### src/rtl/index_decoder_pkg.sv
// index_decoder_pkg
// Shared types and widths for the sequential 2-to-4 index decoder.
//   state_e  : controller states (IDLE, DRIVE, GAP)
//   IDX_W    : width of the decoded index
//   ONEHOT_W : width of the one-hot drive bus
package index_decoder_pkg;

  localparam int IDX_W    = 2;
  localparam int ONEHOT_W = 4;

  typedef enum logic [1:0] {
    IDLE  = 2'd0,
    DRIVE = 2'd1,
    GAP   = 2'd2
  } state_e;

endpackage

### src/rtl/index_decoder_dec2to4.sv
// index_decoder_dec2to4
// Purely combinational 2-bit index to 4-bit one-hot decoder with enable.
// Ports:
//   en     in   gates the output; 0 forces all-zero
//   idx    in   index to decode (0..3)
//   onehot out  one-hot line for idx when en=1, else 4'b0000
module index_decoder_dec2to4
  import index_decoder_pkg::*;
(
  input  logic                en,
  input  logic [IDX_W-1:0]    idx,
  output logic [ONEHOT_W-1:0] onehot
);

  // Decode the index into a single active line, forced low when disabled.
  always_comb begin
    onehot = 4'b0000;
    if (en) begin
      case (idx)
        2'd0:    onehot = 4'b0001;
        2'd1:    onehot = 4'b0010;
        2'd2:    onehot = 4'b0100;
        2'd3:    onehot = 4'b1000;
        default: onehot = 4'b0000;
      endcase
    end else begin
      onehot = 4'b0000;
    end
  end

endmodule

### src/rtl/index_decoder.sv
// index_decoder
// Accepts {index, hold length} over valid/ready, drives the matching one-hot
// line for max(hold,1) cycles, then idles GAP_CYCLES cycles before the next
// request.
// Parameters: HOLD_W (hold field width), GAP_CYCLES (idle cycles after window).
// Ports:
//   clk, rst_n  clock and synchronous active-low reset
//   in_valid    request present
//   in_ready    high in IDLE (decoded from state only)
//   in_idx      index to decode
//   in_hold     drive length in cycles, 0 treated as 1
//   out_onehot  one-hot drive during the window, else zero
//   out_active  high exactly while out_onehot is nonzero
//   out_done    one-cycle pulse on the last drive cycle
module index_decoder
  import index_decoder_pkg::*;
#(
  parameter int HOLD_W     = 4,
  parameter int GAP_CYCLES = 1
) (
  input  logic                clk,
  input  logic                rst_n,
  input  logic                in_valid,
  output logic                in_ready,
  input  logic [IDX_W-1:0]    in_idx,
  input  logic [HOLD_W-1:0]   in_hold,
  output logic [ONEHOT_W-1:0] out_onehot,
  output logic                out_active,
  output logic                out_done
);

  // GAP counter holds GAP_CYCLES; keep at least one bit even when GAP_CYCLES=0.
  localparam int GAP_W = (GAP_CYCLES > 1) ? $clog2(GAP_CYCLES + 1) : 1;
  localparam logic [GAP_W-1:0]  GAP_LOAD = GAP_W'(GAP_CYCLES);
  localparam logic [GAP_W-1:0]  GAP_ONE  = GAP_W'(1);
  localparam logic [HOLD_W-1:0] HOLD_ONE = HOLD_W'(1);

  state_e             state_q, state_d;
  logic [IDX_W-1:0]   idx_q,   idx_d;
  logic [HOLD_W-1:0]  cnt_q,   cnt_d;
  logic [GAP_W-1:0]   gap_q,   gap_d;

  // Next-state and counter logic for the IDLE/DRIVE/GAP sequence.
  always_comb begin
    state_d = state_q;
    idx_d   = idx_q;
    cnt_d   = cnt_q;
    gap_d   = gap_q;
    case (state_q)
      IDLE: begin
        if (in_valid) begin
          // Inputs are captured only here; later changes cannot affect the window.
          idx_d   = in_idx;
          cnt_d   = (in_hold == {HOLD_W{1'b0}}) ? HOLD_ONE : in_hold;
          state_d = DRIVE;
        end else begin
          state_d = IDLE;
        end
      end
      DRIVE: begin
        if (cnt_q == HOLD_ONE) begin
          cnt_d = {HOLD_W{1'b0}};
          if (GAP_CYCLES > 0) begin
            gap_d   = GAP_LOAD;
            state_d = GAP;
          end else begin
            state_d = IDLE;
          end
        end else begin
          cnt_d = cnt_q - HOLD_ONE;
        end
      end
      GAP: begin
        // '<=' also recovers from an unexpected zero count.
        if (gap_q <= GAP_ONE) begin
          gap_d   = {GAP_W{1'b0}};
          state_d = IDLE;
        end else begin
          gap_d = gap_q - GAP_ONE;
        end
      end
      default: begin
        state_d = IDLE;
        idx_d   = {IDX_W{1'b0}};
        cnt_d   = {HOLD_W{1'b0}};
        gap_d   = {GAP_W{1'b0}};
      end
    endcase
  end

  // State and counter registers with synchronous active-low reset.
  always_ff @(posedge clk) begin
    if (!rst_n) begin
      state_q <= IDLE;
      idx_q   <= {IDX_W{1'b0}};
      cnt_q   <= {HOLD_W{1'b0}};
      gap_q   <= {GAP_W{1'b0}};
    end else begin
      state_q <= state_d;
      idx_q   <= idx_d;
      cnt_q   <= cnt_d;
      gap_q   <= gap_d;
    end
  end

  assign in_ready   = (state_q == IDLE);
  assign out_active = (state_q == DRIVE);
  assign out_done   = (state_q == DRIVE) && (cnt_q == HOLD_ONE);

  index_decoder_dec2to4 u_dec (
    .en     (out_active),
    .idx    (idx_q),
    .onehot (out_onehot)
  );

endmodule

### config.mk
export PLATFORM = sky130hd
export DESIGN_NAME = index_decoder
export DESIGN_NICKNAME = d
export VERILOG_FILES = /design/src/rtl/index_decoder_pkg.sv /design/src/rtl/index_decoder_dec2to4.sv /design/src/rtl/index_decoder.sv
export SDC_FILE = /design/constraint.sdc
export NUM_CORES = 1
export LEC_CHECK = 0
export CAP_MARGIN = 10
export CORE_AREA = 2 2 39 41
export DETAILED_ROUTE_END_ITERATION = 12
export DIE_AREA = 0 0 41 43
export DONT_BUFFER_PORTS = 1
export MAX_ROUTING_LAYER = met4
export PLACE_DENSITY = 0.55
export SLEW_MARGIN = 20
export SYNTH_ARGS = -nofsm -noshare
export SYNTH_HDL_FRONTEND = slang
export SYNTH_SLANG_ARGS = --single-unit
### constraint.sdc
create_clock -name clk -period 2 [get_ports clk]
set_input_delay 0.4 -clock clk [delete_from_list [all_inputs] [get_ports clk]]
set_output_delay 0.4 -clock clk [all_outputs]
set_load 0.005 [all_outputs]
**After elaboration in Yosys (flattened, before gate mapping)**

Index checks and enable logic that the tools add are counted.

- Bits in registers: 9
- Word-level logic and storage cells: 43

- Magnitude comparators: 1
- Equal/unequal tests: 9
- Mux-type cells: 15
- $add $sub $neg: 2
- Bitwise logic cells: 3
- Reductions and logical operators: 9

Operators by type and width:

| cell | number |
|---|---|
| $mux W4 | 4 |
| $pmux W4 S4 | 1 |
| $pmux W4 S3 | 1 |
| $reduce_and A2 Y1 | 4 |
| $eq A2 B2 Y1 const B | 3 |
| $mux W2 | 3 |
| $pmux W2 S3 | 1 |
| $eq A2 B1 Y1 const B | 2 |
| $eq A4 B1 Y1 const B | 1 |
| $logic_not A2 Y1 | 2 |
| $logic_not A4 Y1 | 1 |
| $ne A2 B2 Y1 const B | 2 |
| $pmux W2 S2 | 1 |
| $sub A4 B1 Y4 const B | 1 |
| $mux W1 | 3 |
| $not A1 Y1 | 3 |
| $pmux W1 S3 | 1 |
| $ne A2 B1 Y1 const B | 1 |
| $reduce_or A2 Y1 | 1 |
| $le A1 B1 Y1 const B | 1 |
| $logic_and A1 B1 Y1 | 1 |
| $sub A1 B1 Y1 const B | 1 |

**Logic depth before layout (Yosys ltp)**

Gate-level depths: netlist of run 1.

- Depth in word-level cells: 4
- Mapped depth: 7
- Depth with buffers taken out: 6

**Hierarchy**

A second synthesis of run 1 with hierarchy kept.

- Cells, all modules: 64
- Area, all modules: 551.8 µm²

Modules (own cells, without submodules):

| module | area each (µm²) | seq. area each (µm²) | cells each | instances |
|---|---|---|---|---|
| index_decoder | 514.2 | 160.2 | 60 | 1 |
| index_decoder_dec2to4 | 37.5 | 0.0 | 4 | 1 |

**Least setup slack after synthesis of run 1**

No wires, ideal clock.

- Path type: register to register
- Start point: register state_q[0]
- End point: register cnt_q[1]
- Cell stages (with the launch flop): 8
- Slack: 338 ps
- Buffers on the path: 1
- Data arrival time: 1547 ps
- Path through: dfxtp_1 > inv_1 > ha_1 > nor2b_4 > or2_1 > buf_6 > a221o_1 > and3_1

- Word-level cells in the longest chain between the ends: 3
- Elaborated cells between the ends (all ways): 7

RTL lines:

| element | RTL line | source |
|---|---|---|
| start, declared | index_decoder.sv:38 | `state_e state_q, state_d;` |
| start signal, assigned | index_decoder.sv:99 | `state_q <= state_d;` |
| $logic_not A2 Y1 * | - |  |
| net in_ready | index_decoder.sv:24 | `output logic in_ready,` |
| $ne A2 B2 Y1 (no source line) | - |  |
| $reduce_and A2 Y1 (no source line) | - |  |
| end signal, assigned | index_decoder.sv:96 | `cnt_q <= {HOLD_W{1'b0}};` |
| end signal, assigned | index_decoder.sv:101 | `cnt_q <= cnt_d;` |
| end, declared | index_decoder.sv:40 | `logic [HOLD_W-1:0] cnt_q, cnt_d;` |

The timed path passes the listed nets; every way through them passes the cells marked *.
A chain may end at the register's enable or synchronous reset.

**Worst setup path in the final report of run 1**

- Start point: register state_q[1]
- End point: output out_done

- Word-level cells in the longest chain between the ends: 2

RTL lines:

| element | RTL line | source |
|---|---|---|
| $eq A2 B1 Y1 | - |  |
| net out_active | index_decoder.sv:28 | `output logic out_active,` |
| $logic_and A1 B1 Y1 | index_decoder.sv:108 | `assign out_done = (state_q == DRIVE) && (cnt_q == HOLD_ONE);` |
| end, declared | index_decoder.sv:29 | `output logic out_done` |

The timed path passes the listed nets, and every way through them passes these cells.

==> results.toml, run 1 <==
[clock_tree]
cts.sinks = 8
clkTransAtPathRegs_ns = 0.06
ctsHoldBuffers = 0
cts_tree = "done"
cts_resized = 0
cts-root-buf = "clkbuf_4"
cts.path.max_buffers = 2
clkLatencyLatePin_ns = 0.25
numCtsBuffers = 3
h-tree-depth = 1
post_cts_buffers = 0

[pwr]
vdd_ir_drop_max_mv = 0.306
power.leakage_nw = 0.257
cellPowerDensity_nw_per_um2 = 740

[final_layout]
syn_to_final_growth_pct = 6.28
register_area_um2 = 160
multi_input_area_um2 = 364
mostFrequentLayoutCells = "dfxtp_1 (8), ha_1 (6), inv_1 (5), nand2_1 (5)"
layout.cells.non_filler = 83
drive_gt1_share_pct = 8.96
postLayoutCoreUtil_pct = 42.9
n_antenna_cell = 0
nets = 84
fillers = 148
layout_commonest_cell = "dfxtp_1"

[die]
dieWidth_um = 41
die_area_um2 = 1760
coreArea_um2 = 1380
rows = 14
io_pins = 16
fp.dieH_um = 43
start_util_pct = 40.3

[grt]
antenna_found_initial = 0
grt_remaining_overflow = 0
grt_usage_pct = 15.1
grt_pass1_vias = 381
grt_pass1_wl_um = 1700
grt_start_max_net_pins = 12

[run]
cap_viol_max_count = 0

[yosys]
syn_area_um2 = 558
synth_compound_area_share_pct = 18.2
yosysWarnings = 0
syn-instance-count = 65
synthAdderAreaFrac_pct = 13.5
yosys.area_share.simple_pct = 28.0
synth_top_family_by_area = "simple AND/OR/NAND/NOR gates"
syn_nets = 80
muxShareOfSynthArea_pct = 5.61
yosysSeqAreaShare_pct = 28.7
syn_area_per_cell_um2 = 8.59
synthXorXnorAreaFrac_pct = 0
ys_types = 27
ys_ff_latch = 8

[timing]
grt_setup_unrepaired = "false"
slew_headroom_pct = 75.9
slew_viol_final = 0
skew_ns = 0.00829
final_hold_viol_count = 0
setup_viol = 0
worst_hold_slack_ns = 0.265
tns_ns = 0
worstMarginPinSlew_ns = 0.362
fmax_mhz = 576
period_share_pct = 86.9
finalCriticalPeriod_ns = 1.74

[setup_path]
reg2reg_depth = 6
crit_end = "out_done"
path_max_fanout = 11
rr_startpoint = "state_q[0]"
end_kind = "output port"
startpoint_type = "flop"
critPathLaunch = "state_q[1]"
rrSetupSlack_ns = 0.40
crit_type = "reg -> out"
r2r-end = "cnt_q[1]"
critical_path_required_ns = 1.60
crit_arrival_ns = 1.34

[placement]
place_hpwl_um = 820
dp.cells = 80
numPortBuffers = 0
place_congestion = 0.749

[route]
viasPerCell = 5.33
wl_um = 1010
ant_nets = 0
firstDrtPassIters = 4
drc = 0
wl_per_cell_um = 12.2
route.vias.total = 442
first_iter_violations = 15

[status]
outcome = "finished clean"

[worst_hold_path]
hold_path_class = "in -> reg"
-- routing by layer --
layer | part of all wire (%) | GRT usage (%) | up-vias | wire length (um)
met5 | 0 | - | - | 0
met4 | 1.4 | 8.00 | 0 | 14
met3 | 4.5 | 7.33 | 2 | 45
met2 | 47 | 20.6 | 7 | 472
met1 | 47 | 17.5 | 199 | 479
li1 | - | - | 234 | -
-- area by class of cell --
type / instances / share of cell area (%)
clock buffer: 3 / 3.80
inverter: 5 / 3.16
multi-input combinational: 50 / 61.4
sequential: 8 / 27.0
tap: 16 / 3.38
timing repair buffer: 1 / 1.27
-- how the worst min path moves through the flow --
stage             start         end  slack [ns]  cells after the start
2_1_floorplan  idx_q[0]    idx_q[0]        0.49                      2
3_3_place_gp      rst_n  state_q[0]        0.52                      1
3_5_place_dp   idx_q[0]    idx_q[0]        0.53                      2
4_1_cts           rst_n  state_q[0]        0.26                      1
5_1_grt           rst_n  state_q[0]        0.27                      1
6_report          rst_n  state_q[0]        0.27                      1
-- where the power goes --
group / switching [mW] / internal, mW
Clock: 0.0549 / 0.0687
Sequential: 0.0143 / 0.175
Combinational: 0.0631 / 0.0632
-- logic make-up after synthesis --
family          count (synthesis)
fa+ha+maj                       6
simple gates                   26
compound gates                 15
buf+inv                         7
mux                             3
flops                           8
-- through the flow --
step / instance area, um^2 / power, mW / setup slack [ns]
2_1_floorplan: 558 / 0.300 / 0.338
3_3_place_gp: 571 / 0.320 / 0.439
3_5_place_dp: 571 / 0.320 / 0.401
4_1_cts: 593 / 0.447 / 0.228
5_1_grt: 593 / 0.476 / 0.0970
6_report: 593 / 0.439 / 0.263
-- registers in the layout (all words and copies together) (netlist names) --
signal / flops
cnt_q: 4
state_q: 2
idx_q: 2
-- synth_stat cells --
| library cell | n | area share, % |
|---|---|---|
| o21ai_1 | 1 | 0.90 |
| buf_6 | 1 | 2.0 |
| a21oi_1 | 3 | 2.7 |
| nor3_1 | 2 | 1.8 |
| mux2i_1 | 2 | 3.6 |
| a221o_1 | 1 | 1.8 |
| mux2_1 | 1 | 2.0 |
| clkbuf_1 | 1 | 0.67 |
| nor3b_1 | 4 | 5.4 |
| ha_1 | 6 | 13 |
| dfxtp_1 | 8 | 29 |
| inv_1 | 5 | 3.4 |
| o21ai_0 | 4 | 3.6 |
| a31o_1 | 1 | 1.6 |
| nor2b_1 | 3 | 3.4 |
| a21o_1 | 1 | 1.3 |
| and3_2 | 1 | 1.3 |
| a21boi_0 | 2 | 2.7 |
| a222oi_1 | 2 | 3.6 |
| nor2_1 | 3 | 2.0 |
| nor2b_4 | 1 | 2.5 |
| and3_1 | 2 | 2.2 |
| and2_1 | 1 | 1.1 |
| and3b_1 | 1 | 1.6 |
| nand2_1 | 5 | 3.4 |
| or2_1 | 1 | 1.1 |
| nand2b_1 | 2 | 2.2 |
-- worst max-delay path, stage by stage, from the launching register on --
cell and delay (ns):
dfxtp_1 0.32, inv_1 0.10, ha_1 0.38, nor3b_1 0.30
(Power assumes the default switching activity.)
==> inputs of run 2 (changes only) <==
--- a/config.mk
+++ b/config.mk
@@ -9,2 +9,3 @@
 export CORE_AREA = 2 2 39 41
+export CTS_CLUSTER_DIAMETER = 200
 export DETAILED_ROUTE_END_ITERATION = 12
@@ -17,2 +18,3 @@
 export SYNTH_HDL_FRONTEND = slang
+export SYNTH_HIERARCHICAL = 1
 export SYNTH_SLANG_ARGS = --single-unit
==> constraint.sdc (replaced) <==
create_clock -name clk -period 2 [get_ports clk]
set_input_delay 0.6 -clock clk [delete_from_list [all_inputs] [get_ports clk]]
set_output_delay 0.6 -clock clk [all_outputs]
set_load 0.005 [all_outputs]
==> run 2 against run 1 <==
Net effect: combinational power about the same; hold slack better by 0.21 ns; power grew 0.35%; flip-flop and latch count did not move; highest routed layer unchanged; first-iteration DRC count is 40% lower; final cell count stayed put; sequential power barely moved; maximum frequency shrank 4.6%; non-clock buffer count unchanged; utilization down 0.18 points; critical endpoint unchanged; worst setup slack worse by 0.084 ns; largest power group unchanged; critical path type unchanged.
==> results.toml, run 2 <==
[setup_path]
startpoint_type = "flop"
cpPeakStageDelay_ns = 0.39
critical_path_required_ns = 1.40
crit_arrival_ns = 1.22
crit_path_cell_trace = "ha_1 > nand2b_1 > nor3b_1"
end_kind = "output port"
rr_startpoint = "state_q[0]"
r2r-end = "cnt_q[3]"
path_max_fanout = 5
rrSetupSlack_ns = 0.26
reg2reg_depth = 6
cp_slowest_cell = "dfxtp_1"
crit_buf_inv = 0
critPathLaunch = "cnt_q[0]"
cp_top_family = "flip-flops"
crit_type = "reg -> out"

[clock_tree]
h-tree-depth = 1
clkTransAtPathRegs_ns = 0.05
clkLatencyLatePin_ns = 0.25
cts.path.max_buffers = 2
cts_resized = 0
cts_tree = "done"
numCtsBuffers = 3
cts.sinks = 8
post_cts_buffers = 0
cts-root-buf = "clkbuf_4"
ctsHoldBuffers = 0

[timing]
worst_hold_slack_ns = 0.478
worstMarginPinSlew_ns = 0.326
grt_setup_unrepaired = "false"
skew_ns = 0.00105
period_share_pct = 91.1
slew_viol_final = 0
fmax_mhz = 549
setup_viol = 0
setup_ws_ns = 0.178
final_hold_viol_count = 0
slew_headroom_pct = 78.1
tns_ns = 0
finalCriticalPeriod_ns = 1.82

[worst_hold_path]
whs_endpoint = "state_q[0]"
hold_start = "rst_n"
hold_path_class = "in -> reg"
hold_depth = 1

[die]
fp.dieH_um = 43
io_pins = 16
coreArea_um2 = 1380
dieWidth_um = 41
start_util_pct = 39.9
rows = 14
die_area_um2 = 1760

[yosys]
ys_async_sr_fraction_pct = 0
netlist_top_cells_count = "dfxtp_1 (8), a21oi_1 (6), ha_1 (6), inv_1 (6), o21ai_0 (4)"
yosysWarnings = 6
synth_top_family_by_area = "simple AND/OR/NAND/NOR gates"
yosys.area_share.simple_pct = 26.5
ys_types = 27
ys_ff_latch = 8
syn-instance-count = 64
synth_top_cell_by_area = "dfxtp_1"
syn_nets = 79
synth.most_common_cell = "dfxtp_1"
synth_top_area_share_pct = 29.0
yosysSeqAreaShare_pct = 29.0
synth_ff_type = "dfxtp_1"
synthAdderAreaFrac_pct = 13.6
syn_area_per_cell_um2 = 8.62
synth_compound_area_share_pct = 19.0
muxShareOfSynthArea_pct = 5.67
synthXorXnorAreaFrac_pct = 0
ys_top_cells_by_area = "dfxtp_1 (29%), ha_1 (14%), a21oi_1 (5.4%), inv_1 (4.1%), mux2i_1 (3.6%)"
synth_edf_count = 0
syn_area_um2 = 552

[route]
drc = 0
first_iter_violations = 9
wl_um = 1100
ant_nets = 0
firstDrtPassIters = 4
viasPerCell = 5.51
wl_per_cell_um = 13.3
route.vias.total = 457

[final_layout]
n_antenna_cell = 0
final_area_um2 = 591
mostFrequentLayoutCells = "dfxtp_1 (8), inv_1 (6), a21oi_1 (6), ha_1 (6), o21ai_0 (4)"
layout.cells.non_filler = 83
regMostFlops = "cnt_q"
fillers = 149
syn_to_final_growth_pct = 7.03
drive_gt1_share_pct = 11.9
layout_commonest_cell = "dfxtp_1"
largest_reg_flops = 4
largestRegisters = "cnt_q: 4 flops, idx_q: 2 flops, state_q: 2 flops"
multi_input_area_um2 = 358
nets = 84
register_area_um2 = 160
postLayoutCoreUtil_pct = 42.7

[pwr]
vdd_ir_drop_max_mv = 0.343
finalPower_mw = 0.441
comb_power_share_pct = 28.8
switching_share_pct = 30.7
p_int_mw = 0.305
power.leakage_nw = 0.258
p_clk_share_pct = 28.1
cellPowerDensity_nw_per_um2 = 746
sequentialPowerShare_pct = 43.1
switchingPower_mw = 0.135

[grt]
grt_pass1_vias = 411
grt_start_max_net_pins = 9
grt_remaining_overflow = 0
grt_pass1_wl_um = 1670
grt_usage_pct = 15.0
antenna_found_initial = 0

[status]
outcome = "finished clean"

[placement]
post-place-ws_ns = 0.252
place_hpwl_um = 868
place_area_um2 = 568
place_congestion = 0.637
numPortBuffers = 0
dp.cells = 80

[run]
cap_viol_max_count = 0
run 2: worst max path at each step:
stage,to,slack (ns),depth (start not counted)
2_1_floorplan,cnt_q[3],0.35,7
3_3_place_gp,cnt_q[3],0.30,6
6_report,out_done,0.18,3
5_1_grt,out_done,0.08,3
3_5_place_dp,cnt_q[3],0.25,6
4_1_cts,out_done,0.16,3
run 2: cells by family (layout without fill, tap and decap cells):
family	Yosys count	in the layout
adder cells (fa/ha/maj)	6	6
AND/OR/NAND/NOR	23	23
flip-flops	8	8
buffers and inverters	7	10
AO/OA/AOI/OAI	17	17
multiplexers	3	3
run 2: power groups by stage:
stage	clock network, mW	logic, mW	registers (mW)
final	0.124	0.127	0.190
after global placement	0	0.127	0.193
after CTS	0.129	0.129	0.190
after global routing	0.140	0.144	0.192
after floorplan	0	0.111	0.190
after detailed placement	0	0.128	0.193
run 2: routing by layer:
| metal | GRT usage (%) | up-vias | routed length, um | share of wire, % |
|---|---|---|---|---|
| met1 | 16.8 | 210 | 473 | 43 |
| met2 | 19.4 | 12 | 484 | 44 |
| met3 | 5.76 | 4 | 104 | 9.4 |
| met5 | - | - | 0 | 0 |
| li1 | - | 231 | - | - |
| met4 | 14.0 | 0 | 42 | 3.8 |
run 2: final cells by class:
type / count / area share (%)
timing repair buffer: 1 / 1.27
sequential: 8 / 27.1
multi-input combinational: 49 / 60.6
tap: 16 / 3.39
clock buffer: 3 / 3.81
inverter: 6 / 3.81
==> inputs of run 3 (changes only) <==
CTS_CLUSTER_DIAMETER = 120   (was 200)
clock period = 1.8 ns   (was 2 ns; I/O delays follow)
==> run 3 against run 2 <==
Net effect: critical endpoint is now out_onehot[0]; power increased by 12%; combinational power increased by 13%; flip-flop and latch count unchanged; register-to-register slack got worse by 0.13 ns; global-route usage increased by 0.36 points; hold slack got worse by 0.067 ns.
==> results.toml, run 3 (synthesis gave the netlist of run 2 again) <==
[setup_path]
crit_buf_inv = 1
startpoint_type = "flop"
crit_arrival_ns = 1.20
path_max_fanout = 11
end_kind = "output port"
cp_top_family = "flip-flops"
critical_path_required_ns = 1.26
crit_type = "reg -> out"
crit_path_cell_trace = "inv_1 > ha_2 > nor3b_2"
cp_slowest_cell = "dfxtp_1"
cpPeakStageDelay_ns = 0.32

[final_layout]
final_area_um2 = 598
layout.cells.non_filler = 83
mostFrequentLayoutCells = "dfxtp_1 (8), inv_1 (6), a21oi_1 (6)"
layout_commonest_cell = "dfxtp_1"
largestRegisters = "cnt_q: 4 flops, idx_q: 2 flops, state_q: 2 flops"
n_antenna_cell = 0
regMostFlops = "cnt_q"
largest_reg_flops = 4
drive_gt1_share_pct = 14.9
nets = 84
syn_to_final_growth_pct = 8.39

[clock_tree]
clkLatencyLatePin_ns = 0.25
cts_resized = 1
post_cts_buffers = 0
cts.path.max_buffers = 2
h-tree-depth = 1
cts.sinks = 8
cts-root-buf = "clkbuf_4"
clkTransAtPathRegs_ns = 0.06
cts_tree = "done"
numCtsBuffers = 3
ctsHoldBuffers = 0

[die]
dieWidth_um = 41
io_pins = 16
coreArea_um2 = 1380
die_area_um2 = 1760
rows = 14
fp.dieH_um = 43
start_util_pct = 39.9

[placement]
place_area_um2 = 568
dp.cells = 80
place_hpwl_um = 860
place_congestion = 0.646
numPortBuffers = 0

[route]
firstDrtPassIters = 4
route.vias.total = 456
viasPerCell = 5.49
first_iter_violations = 4
ant_nets = 0
wl_per_cell_um = 13.1
drc = 0
wl_um = 1080

[status]
outcome = "finished clean"

[grt]
grt_pass1_wl_um = 1770
grt_usage_pct = 15.4
grt_pass1_vias = 431
antenna_found_initial = 0
grt_remaining_overflow = 0
grt_start_max_net_pins = 12

[timing]
slew_viol_final = 0
worstMarginPinSlew_ns = 0.321
fmax_mhz = 574
skew_ns = 0.00697
setup_viol = 0
final_hold_viol_count = 0
slew_headroom_pct = 78.4
tns_ns = 0
period_share_pct = 96.8
finalCriticalPeriod_ns = 1.74
grt_setup_unrepaired = "true"

[pwr]
vdd_ir_drop_max_mv = 0.464
power.leakage_nw = 0.257
finalPower_mw = 0.493
cellPowerDensity_nw_per_um2 = 824

[run]
cap_viol_max_count = 0

[worst_hold_path]
hold_path_class = "in -> reg"
run 3: cell types whose count changed in the layout (fill, tap and decap cells not counted):
cell,delta
ha_1,-1
nor3b_2,+1
ha_2,+1
nor3b_1,-1
run 3: final cells by class:
| type | instances | area, um^2 |
|---|---|---|
| clock buffers | 3 | 22.5 |
| fillers | 152 | 786 |
| inverters | 6 | 22.5 |
| multi-input cells | 49 | 365 |
| flip-flops and latches | 8 | 160 |
| well taps | 16 | 20.0 |
| repair buffers | 1 | 7.51 |
run 3: metal layers:
layer	GRT usage, %	vias up	routed length (um)
met2	22.8	14	512
met1	17.3	204	455
met3	4.19	2	98
met4	10.0	0	18
li1	-	236	-
met5	-	-	0
run 3: where the power goes:
part           leakage [nW]  internal (mW)  switching [mW]
Clock                0.0138         0.0763          0.0608
Combinational         0.177         0.0708          0.0733
Sequential           0.0657          0.194          0.0173
Total                 0.257          0.341           0.151
run 3: worst register-to-register path: stages, from the launching register on:
cell and delay, ns:
dfxtp_1 0.37, inv_1 0.09, ha_1 0.22, nor2b_4 0.13, or2_1 0.29, a222oi_1 0.36, nor3_1 0.08
run 3: path summary, 6_finish.rpt:
kind | cells past startpoint | startpoint | slack, ns | end
min reg2reg | 2 | idx_q[0] | 0.52 | idx_q[0]
min | 1 | rst_n | 0.41 | state_q[0]
max reg2reg | 6 | state_q[0] | 0.13 | cnt_q[3]
max | 3 | state_q[1] | 0.06 | out_onehot[0]
run 3: stage by stage:
step / hold WS (ns) / util (%) / worst slack [ns]
floorplan: 0.482 / - / 0.148
global placement: 0.507 / 41.0 / 0.171
detailed placement: 0.521 / 41.0 / 0.168
CTS: 0.408 / 42.9 / 0.00544
global route: 0.423 / 43.2 / -0.0101
finish: 0.411 / 43.2 / 0.0576
